**src/rtl/act_out_writer.sv**
```systemverilog
// Buffers activation vectors from a non-stallable source and writes them to consecutive output-buffer addresses.
// Latency: a vector pushed at edge t can be written from cycle t+1; there is no input-to-output bypass.
// Backpressure: wr_ready stalls are absorbed by the FIFO; input that cannot be stored is dropped and flagged in overflow.
`ifndef MAX_DAT_DW
`define MAX_DAT_DW 8
`endif
`ifndef Tout
`define Tout 4
`endif

module act_out_writer #(
  parameter int DAT_W  = `MAX_DAT_DW,
  parameter int LANES  = `Tout,
  parameter int DEPTH  = 8,
  parameter int ADDR_W = 16,
  parameter int CNT_W  = 16
) (
  input  logic                       clk,
  input  logic                       rst,
  input  logic                       start,
  input  logic [ADDR_W-1:0]          base_addr,
  input  logic [CNT_W-1:0]           num_vec,
  input  logic [DAT_W*LANES-1:0]     dat_in,
  input  logic                       in_vld,
  output logic                       wr_vld,
  output logic [ADDR_W-1:0]          wr_addr,
  output logic [DAT_W*LANES-1:0]     wr_dat,
  input  logic                       wr_ready,
  output logic                       busy,
  output logic                       done,
  output logic                       overflow,
  output logic [$clog2(DEPTH):0]     level
);

  localparam int AW = $clog2(DEPTH);
  localparam int VW = DAT_W * LANES;

  typedef enum logic [1:0] {S_IDLE, S_RUN, S_DONE} state_t;

  state_t            state_q, state_d;
  logic [VW-1:0]     mem [DEPTH];
  logic [AW:0]       wptr_q, rptr_q;
  logic [ADDR_W-1:0] base_q;
  logic [CNT_W-1:0]  num_q, rcv_q, wrn_q;
  logic              overflow_q;
  logic              full, empty, push, pop, drop, start_acc, last_pop;

  // Pointers carry one extra wrap bit so full and empty are distinguishable.
  assign empty     = (wptr_q == rptr_q);
  assign full      = (wptr_q[AW] != rptr_q[AW]) && (wptr_q[AW-1:0] == rptr_q[AW-1:0]);
  assign level     = wptr_q - rptr_q;

  assign wr_vld    = (state_q == S_RUN) && !empty;
  assign wr_addr   = base_q + ADDR_W'(wrn_q);
  assign wr_dat    = mem[rptr_q[AW-1:0]];
  assign overflow  = overflow_q;

  // A full FIFO still accepts a push when the head leaves in the same cycle.
  assign pop       = wr_vld && wr_ready;
  assign push      = (state_q == S_RUN) && in_vld && (rcv_q < num_q) && (!full || pop);
  assign drop      = in_vld && !push;
  assign start_acc = (state_q == S_IDLE) && start;
  assign last_pop  = pop && ((wrn_q + CNT_W'(1)) == num_q);

  // State register.
  always_ff @(posedge clk) begin
    if (rst) state_q <= S_IDLE;
    else     state_q <= state_d;
  end

  // Next-state and status outputs.
  always_comb begin
    state_d = state_q;
    busy    = 1'b0;
    done    = 1'b0;
    case (state_q)
      S_IDLE: begin
        if (start) state_d = (num_vec == '0) ? S_DONE : S_RUN;
      end
      S_RUN: begin
        busy = 1'b1;
        if (last_pop) state_d = S_DONE;
      end
      S_DONE: begin
        busy    = 1'b1;
        done    = 1'b1;
        state_d = S_IDLE;
      end
      default: state_d = S_IDLE;
    endcase
  end

  // Job registers, counters, FIFO pointers and the sticky drop flag.
  always_ff @(posedge clk) begin
    if (rst) begin
      base_q     <= '0;
      num_q      <= '0;
      rcv_q      <= '0;
      wrn_q      <= '0;
      wptr_q     <= '0;
      rptr_q     <= '0;
      overflow_q <= 1'b0;
    end else begin
      if (start_acc) begin
        base_q <= base_addr;
        num_q  <= num_vec;
        rcv_q  <= '0;
        wrn_q  <= '0;
      end
      if (push) begin
        wptr_q <= wptr_q + 1'b1;
        rcv_q  <= rcv_q + CNT_W'(1);
      end
      if (pop) begin
        rptr_q <= rptr_q + 1'b1;
        wrn_q  <= wrn_q + CNT_W'(1);
      end
      // A vector dropped in the start cycle itself still counts as lost.
      if (start_acc)  overflow_q <= drop;
      else if (drop)  overflow_q <= 1'b1;
    end
  end

  // FIFO storage; contents are don't-care outside the occupied window.
  always_ff @(posedge clk) begin
    if (push) mem[wptr_q[AW-1:0]] <= dat_in;
  end

endmodule

```
**config.mk**
```make
export PLATFORM = sky130hd
export DESIGN_NAME = act_out_writer
export DESIGN_NICKNAME = d
export VERILOG_FILES = /design/src/rtl/act_out_writer.sv
export SDC_FILE = /design/constraint.sdc
export NUM_CORES = 1
export LEC_CHECK = 0
export CORE_UTILIZATION = 50
export CTS_BUF_LIST = sky130_fd_sc_hd__clkbuf_2
export CTS_CLUSTER_DIAMETER = 80
export DETAILED_ROUTE_END_ITERATION = 8
export PLACE_DENSITY_LB_ADDON = 0.12
export SLEW_MARGIN = 30
export SYNTH_ARGS = -nofsm -noshare
export SYNTH_HDL_FRONTEND = slang
export SYNTH_SLANG_ARGS = --single-unit
```
**constraint.sdc**
```tcl
create_clock -name clk -period 7.85 [get_ports clk]
set_clock_uncertainty 0.2 [all_clocks]
set_input_delay 1.1775 -clock clk [delete_from_list [all_inputs] [get_ports clk]]
set_output_delay 1.1775 -clock clk [all_outputs]
set_load 0.02 [all_outputs]
```
; Word-level counts from Yosys, hierarchy flattened
; Memory sizes are Yosys's and may differ from the RTL's. A register that Yosys moved wholly into a read port is not among the register bits.
; Index checks and enable logic that the tools add are counted.
; Widths: inputs -> output; s select.
[word_totals]
reg_bits = 75
mem_bits_rw = 256
inputBits = 69
out_inout_bits = 56
word_cells = 59
memories = 1
[op_classes]
n_addsub = 6
magnitude_cmp = 1
eq_ne = 8
mux = 15
reduce_logical = 20
[mem_list]
columns = name, words, width, rd, rd_clocked_by_memory_dff, wr, line
row1 = mem, 8, 32, 1, 1, 1, 41  ; logic [VW-1:0] mem [DEPTH];
[op_table]
columns = cell, n
row1 = $mux 16, 3
row2 = $add 16x1->16 const B, 2
row3 = $add 16x16->16, 1
row4 = $eq 16x16->1, 1
row5 = $logic_not 16->1, 1
row6 = $lt 16x16->1, 1
row7 = $logic_and 1x1->1, 9
row8 = $add 4x1->4 const B, 2
row9 = $mux 1, 6
row10 = $mux 2, 3
row11 = $mux 3, 2
row12 = $reduce_bool 2->1, 3
row13 = $eq 4x4->1, 1
row14 = $ne 2x2->1 const B, 2
row15 = $pmux 2 s2, 1
row16 = $sub 4x4->4, 1
row17 = $eq 3x3->1, 1
row18 = $logic_not 1->1, 3
row19 = $eq 2x1->1 const B, 1
row20 = $eq 2x2->1 const B, 1
row21 = $logic_not 2->1, 1
row22 = $reduce_and 2->1, 1
row23 = $reduce_or 2->1, 1
row24 = $logic_or 1x1->1, 1
row25 = $ne 1x1->1, 1

; Logic depth before layout (Yosys ltp)
; Gate-level depths: netlist of run 1.
[depth]
ltp_word = 10
mapped_depth = 12
depth_no_buf = 11

; Worst setup path before layout of run 1
; Ideal clock, no wire load.
[synth_path]
path_kind = in2reg
startpoint = input in_vld
endpoint = memory mem[1][0] in the netlist's numbering (enable)
setup_ns = 0.501
t_arrival_ns = 5.243
required_time_ns = 7.149
setup_slack_ns = 1.906
cell_stages = 7
path_buffers = 2
cell_sequence = nand2_1 -> a211oi_1 -> o311ai_2 -> a21o_1 -> buf_2 -> buf_2 -> nor4_1
[synth_via]
elab_chain_len = 5
[synth_rtl]
columns = item, line
row1 = start: declaration, 24  ; input logic in_vld,
row2 = $logic_and 1x1->1 (3 in a row), 60  ; assign push = (state_q == S_RUN) && in_vld && (rcv_q < num_q) && (!full || pop);
row3 = $mux 1, 126  ; if (push) mem[wptr_q[AW-1:0]] <= dat_in;
row4 = $mux 1 (not written as such), 126
row5 = end: declaration, 41
; Every way passes these cells.

; Worst setup path after layout of run 1
[layout_path]
startpoint = register wrn_q[0]
endpoint = output wr_addr[14]
[layout_via]
elab_chain_len = 1
[layout_rtl]
columns = item, line
row1 = start: declaration, 44  ; logic [CNT_W-1:0] num_q, rcv_q, wrn_q;
row2 = start signal: assignment, 116  ; wrn_q <= wrn_q + CNT_W'(1);
row3 = $add 16x16->16, 54  ; assign wr_addr = base_q + ADDR_W'(wrn_q);
row4 = end: declaration, 26  ; output logic [ADDR_W-1:0] wr_addr,
; Every way passes these cells.

==> results of run 1 <==
## kinds of logic after synthesis
kind of cell    count (synthesis)
compound gates                147
xor+xnor                       43
fa+ha+maj                      42
buf+inv                        85
flops                         334
mux                           101
simple gates                  258
## area by class of cell
class / instances / share of cell area
sequential: 334 / 0.5421
multi-input combinational: 591 / 0.2981
timing repair buffer: 140 / 0.07941
clock buffer: 124 / 0.03634
tap: 384 / 0.02813
clock inverter: 25 / 0.008571
inverter: 33 / 0.007253
antenna: 1 / 0.0001465
## per-layer routing
layer | track usage | up-vias | part of all wire
li1 | - | 4304 | -
met1 | 0.2785 | 4452 | 0.45
met2 | 0.3320 | 236 | 0.49
met3 | 0.03672 | 43 | 0.047
met4 | 0.07891 | 0 | 0.017
met5 | 0 | - | 0
## worst reg2reg max path, stage by stage, from the launching register on
cell,delay [ns]
dfxtp_1,0.55
inv_1,0.20
ha_1,0.38
nand4_1,0.16
and3_1,0.73
o311ai_2,0.17
a21o_1,0.19
buf_4,0.24
nor4_2,0.55
buf_4,0.52
## worst max-delay path by stage
| stage | startpoint | endpoint | slack [ns] | cells after the start |
|---|---|---|---|---|
| floorplan | in_vld | mem[1][0] | 1.91 | 7 |
| global placement | wr_ready | mem[2][27] | 3.20 | 7 |
| detailed placement | wr_ready | mem[2][27] | 3.15 | 7 |
| CTS | wrn_q[0] | wr_addr[14] | 2.38 | 12 |
| global route | wrn_q[0] | wr_addr[14] | 2.23 | 12 |
| finish | wrn_q[0] | wr_addr[14] | 2.45 | 12 |
## flip-flops by register name, summed over array words and instances, names as in the netlist, named ones only
register and count:
num_q 16, wptr_q 4, overflow 1, state_q 2, rcv_q 16, mem 256
wrn_q 16, base_q 16, rptr_q 4
## power groups by stage
stage,clock [µW],sequential [µW],combinational [µW]
after floorplan,0,1990,189
after global placement,0,1990,325
after detailed placement,0,1990,327
after CTS,1190,1950,329
after global routing,1280,1960,357
final,1140,1950,326
## stage by stage
step | std cells | utilization | cell area (µm²) | setup slack (ns)
after floorplan | 1010 | - | 14640 | 1.906
after detailed placement | 1482 | 0.5665 | 16300 | 3.147
after CTS | 1631 | 0.5931 | 17070 | 2.385
final | 1632 | 0.5934 | 17080 | 2.448
after global routing | 1632 | 0.5934 | 17080 | 2.230
after global placement | 1482 | 0.5664 | 16300 | 3.201
## cell usage after synthesis (10+ instances only)
library cell	number
clkbuf_1	33
a21oi_1	67
o21ai_0	11
nor4b_1	18
buf_2	10
nor2_1	41
edfxtp_1	256
and3_1	12
nand3_1	16
mux4_2	64
ha_1	40
dfxtp_1	78
a21o_1	10
nand4_1	10
o21ai_1	11
xnor2_1	29
nor4_1	11
xor2_1	13
nand2_1	98
a211o_1	13
nor3_1	13
inv_1	33
mux2_2	33
==> impl_metrics.toml, run 1 <==
[sta]
final-max-slew-violation-count = 0
transition_time_of_the_tightest_slew_check_pin_ns = 0.9565
finalHoldViolCount = 0
finalSetupTns_ns = 0
timing.fmax_ghz = 0.1851
grt_setup_unrepaired = "false"
timing.final.crit_share = 0.6881
fin_worst_hold_slack_ns = 0.2631
setup-violations-final = 0
layout_min_cycle_time_ns = 5.402
max-slew-margin-rel = 0.3623

[power]
clockPowerShare = 0.333
power_leakage_uw = 0.005920
total_power_uw = 3420
seq_power_share = 0.571
power.net_switching_uw = 885.6
p_sw_frac = 0.2589
p_per_area_nw_per_um2 = 200.3
vdd_ir_drop_max_uv = 84.29
power.share.combinational = 0.095
pint_uw = 2535

[clock_tree]
clk_pin_slew_worst_paths_ns = 0.09
post_cts_resize_count = 0
cts_tree = "done"
number_of_buffers_inserted_during_clock_tree_synthesis = 82
max-clock-path-buffers = 3
numClockSinks = 334
ctsRootBufferMaster = "clkbuf_2"
holdBufCountCts = 0
post-cts-setup-buffers = 0
cts-htree-levels = 3
clk_latency_ns = 0.87

[logic_synthesis]
synth_fa_ha_area_frac = 0.03693
main_combinational_cell_family_by_area_after_synthesis = "multiplexers"
synth.cell_area_um2 = 14640
yosys-top-cells-area = "edfxtp_1, dfxtp_1, mux4_2"
syn_avg_cell_area_um2 = 14.49
synth_simple_gate_area_frac = 0.09155
synth_compound_gate_area_share = 0.06283
synth-seq-cells = 334
synthXorXnorAreaFrac = 0.02624
yosysSeqAreaShare = 0.6319
synth_top_area_share = 0.5252
synth_cell_types = 60
synth-async-reset-ratio = 0
post_synth_inst_count = 1010
synth_top_flop_cell = "edfxtp_1"
syn_nets = 1121
synth.yosys.warnings = 0
post-synth-top-area-cell = "edfxtp_1"
synth_edf_count = 256
synth.mux.area_fraction = 0.1266

[critical_path]
crit_end_element = "output pin"
regToRegSetupSlack_ns = 3.59
required_ns = 6.47
worstReg2RegStart = "wptr_q[0]"
worst_r2r_endpoint = "mem[2][26]"
critical-path-slowest-cell = "clkdlybuf4s50_1"
crit_fanout = 8
wp_buf_inv = 2
timing.reg2reg.worst_path_depth = 9
worst_path_dominant_cell_family = "compound AO/OA/AOI/OAI gates"
critical-path-max-stage-delay_ns = 0.65
worstPathCellList = "ha_1 > inv_1 > fa_1 > nor2b_1 > o21a_1 > o21ai_1 > a21oi_1 > o311ai_1 > a211o_1 > mux2i_1 > o2111ai_1 > clkdlybuf4s50_1"
arrival_ns = 4.02
setup.worst_path.class = "reg -> out"
cp-start-kind = "register"

[global_route]
grt_first_pass_wirelength_um = 47820
globalRouteTotalUtil = 0.2054
grt-ovfl-total = 0
grt_start_max_net_pins = 88
grt_antenna_before_repair = 1
via_count_of_the_first_global_routing_pass = 8962

[route]
via_count = 9035
drt_first_pass_iters = 5
detail_route.wl_per_cell_um = 18.52
detail_route.wirelength_um = 30230
ant_nets = 0
dr.first_iter.drc_count = 526
detail_route.vias_per_cell = 5.536
drcViolationCount = 0

[final_layout]
final_cell_mix = "edfxtp_1, clkbuf_2, clkdlybuf4s50_1"
final_common_cell = "edfxtp_1"
final_layout_size_suffix_gt1_frac = 0.2149
design.final.nets = 1293
syn2layout_area_growth_pct = 16.69
fillerInstances = 2337
area_of_combinational_cells_with_multiple_inputs_um2 = 5091
register_area_um2 = 9258

[placed_design]
portBuffers = 124
finalWeightedCongestion = 0.8253
dp.final_hpwl_um = 18260

[floorplanning]
io_pins = 125
die_width_um = 173.1
floorplan.initialDensity = 0.5086
placeableCoreArea_um2 = 28780
die-height_um = 173.1
fp-row-count = 62
floorplan.die_area_um2 = 29960

[job]
timing.max_cap.violations = 0

[status]
outcome = "completed"

[min_path]
hold_class = "reg -> reg"
worst_hold_path.num_cells = 2
worst_hold_path.endpoint = "num_q[2]"
hold_path.startpoint = "num_q[2]"
No activity file was read; power rests on OpenSTA's default activity.
==> run 2, diff against run 1 <==
clock period = 4.7 ns   (was 7.85 ns; I/O delays follow)
==> run 2 against run 1 <==
  * First-iteration DRC count is 4.2% lower
  * Register-to-register slack lost 2.5 ns
  * Sequential power is 67% higher
  * Final cell count is 1.2% higher
  * Design area up 0.90%
  * Routed wire length is 0.86% higher
  * Critical path depth shrank 2
  * Utilization is 0.53 points higher
  * Combinational power up 67%
  * Clock power rose by 73%
  * Count of clock-buffer cells in the layout did not move
  * Highest routed layer unchanged
==> impl_metrics.toml, run 2 (same netlist as run 1, synthesis figures left out) <==
[critical_path]
cp-start-kind = "register"
critical-path-slowest-cell = "dfxtp_2"
worstReg2RegStart = "num_q[5]"
worstPathCellList = "ha_1 > a21o_1 > a21oi_1 > o21a_1 > o31ai_1 > a21o_1 > a41o_1 > o41ai_1 > xnor2_1 > dlygate4sd2_1"
timing.reg2reg.worst_path_depth = 11
crit_fanout = 7
regToRegSetupSlack_ns = 1.14
required_ns = 3.80
crit_end_element = "output pin"
arrival_ns = 3.59
setup.worst_path.class = "reg -> out"
worst_r2r_endpoint = "mem[6][24]"
crit_top_cell = "a21o_1"
critical-path-max-stage-delay_ns = 0.36

[final_layout]
final_cell_mix = "edfxtp_1, clkbuf_2, clkdlybuf4s50_1"
fillerInstances = 2316
finish.utilization = 0.5988
final_common_cell = "edfxtp_1"
syn2layout_area_growth_pct = 17.74
final_layout_size_suffix_gt1_frac = 0.2269
design.final.nets = 1305
max_reg_flops = 256

[status]
outcome = "completed"

[sta]
grt_setup_unrepaired = "false"
max-slew-margin-rel = 0.4309
setup-violations-final = 0
timing.fmax_ghz = 0.2224
timing.final.crit_share = 0.9565
finalHoldViolCount = 0
fin_ws_ns = 0.2045
transition_time_of_the_tightest_slew_check_pin_ns = 0.8536
final-max-slew-violation-count = 0
finalSetupTns_ns = 0
fin_worst_hold_slack_ns = 0.1675
layout_min_cycle_time_ns = 4.495

[floorplanning]
placeableCoreArea_um2 = 28780
die-height_um = 173.1
floorplan.die_area_um2 = 29960
floorplan.initialDensity = 0.5086
die_width_um = 173.1
io_pins = 125
fp-row-count = 62

[placed_design]
detailedPlace.worstSlack_ns = 0.7357
dp.final_hpwl_um = 19400
finalWeightedCongestion = 0.8463
portBuffers = 124

[clock_tree]
clk_latency_ns = 0.89
ctsRootBufferMaster = "clkbuf_2"
max-clock-path-buffers = 3
number_of_buffers_inserted_during_clock_tree_synthesis = 84
cts_tree = "done"
cts-htree-levels = 3
numClockSinks = 334
clk_pin_slew_worst_paths_ns = 0.10

[global_route]
grt_antenna_before_repair = 1
via_count_of_the_first_global_routing_pass = 9286
grt_first_pass_wirelength_um = 49290
grt-ovfl-total = 0
grt_start_max_net_pins = 46
globalRouteTotalUtil = 0.2115

[power]
vdd_ir_drop_max_uv = 170.9
power_leakage_uw = 0.006030
power.net_switching_uw = 1490
clockPowerShare = 0.341
power.share.combinational = 0.094
pint_uw = 4293
p_sw_frac = 0.2577
seq_power_share = 0.564
p_per_area_nw_per_um2 = 335.6

[route]
detail_route.vias_per_cell = 5.506
via_count = 9091
detail_route.wl_per_cell_um = 18.47
detail_route.wirelength_um = 30490
ant_nets = 0
drt_first_pass_iters = 5
dr.first_iter.drc_count = 504
drcViolationCount = 0

[min_path]
hold_path.startpoint = "base_addr[0]"
worst_hold_path.num_cells = 3
worst_hold_path.endpoint = "base_q[0]"
hold_class = "in -> reg"

[job]
timing.max_cap.violations = 0
==> run 2: metrics by stage <==
step	instance area (µm²)	cells	power, µW
3_5_place_dp	16390	1492	3885
4_1_cts	17210	1649	5876
6_report	17230	1651	5784
2_1_floorplan	14640	1010	3635
5_1_grt	17230	1651	6070
3_3_place_gp	16390	1492	3879
==> run 2: routing by layer <==
metal | vias to the layer above | track usage | wire, µm
li1 | 4328 | - | -
met5 | - | 0 | 0
met3 | 56 | 0.04639 | 1408
met2 | 223 | 0.3395 | 14660
met1 | 4484 | 0.2866 | 13920
met4 | 0 | 0.07227 | 504
==> run 2: area by class of cell <==
type / instances / area [µm²] / area share
Multi-Input combinational cell: 591 / 5102 / 0.2961
Timing Repair Buffer: 150 / 1443 / 0.08371
Tap cell: 384 / 480.5 / 0.02788
Clock buffer: 124 / 620.6 / 0.03601
Antenna cell: 2 / 5.005 / 0.0002904
Sequential cell: 334 / 9265 / 0.5376
Inverter: 33 / 123.9 / 0.007188
Clock inverter: 33 / 192.7 / 0.01118
==> run 2: power groups by stage <==
stage	clock [µW]	sequential (µW)	combinational, µW
2_1_floorplan	0	3320	316
3_3_place_gp	0	3330	549
3_5_place_dp	0	3330	554
4_1_cts	2060	3260	553
5_1_grt	2200	3270	598
6_report	1970	3260	546
==> run 2: what timing repair did <==
| action | CTS | global route |
|---|---|---|
| resized for setup | 4 | 7 |
| pin swaps | 0 | 0 |
| setup buffers | 0 | 0 |
| endpoints found under the setup margin | 4 | 6 |
| hold buffers | 0 | 0 |
==> run 2: how the worst max path moves through the flow <==
stage / startpoint / end / slack (ns) / cells after the start
global placement: wrn_q[0] / wr_addr[14] / 0.76 / 12
global route: wrn_q[0] / wr_addr[14] / 0.01 / 12
floorplan: num_q[5] / mem[1][0] / -1.08 / 11
finish: wrn_q[1] / wr_addr[15] / 0.20 / 10
detailed placement: wrn_q[0] / wr_addr[14] / 0.74 / 12
CTS: wrn_q[1] / wr_addr[13] / 0.007 / 10
==> run 2: worst max-delay path: cells and delay by family (launching register included) <==
kind                     cells  cell delay (ns)
AO/OA/AOI/OAI                7             1.56
flip-flops                   1             0.36
buffers and inverters        1             0.35
adder cells (fa/ha/maj)      1             0.28
XOR/XNOR                     1             0.17
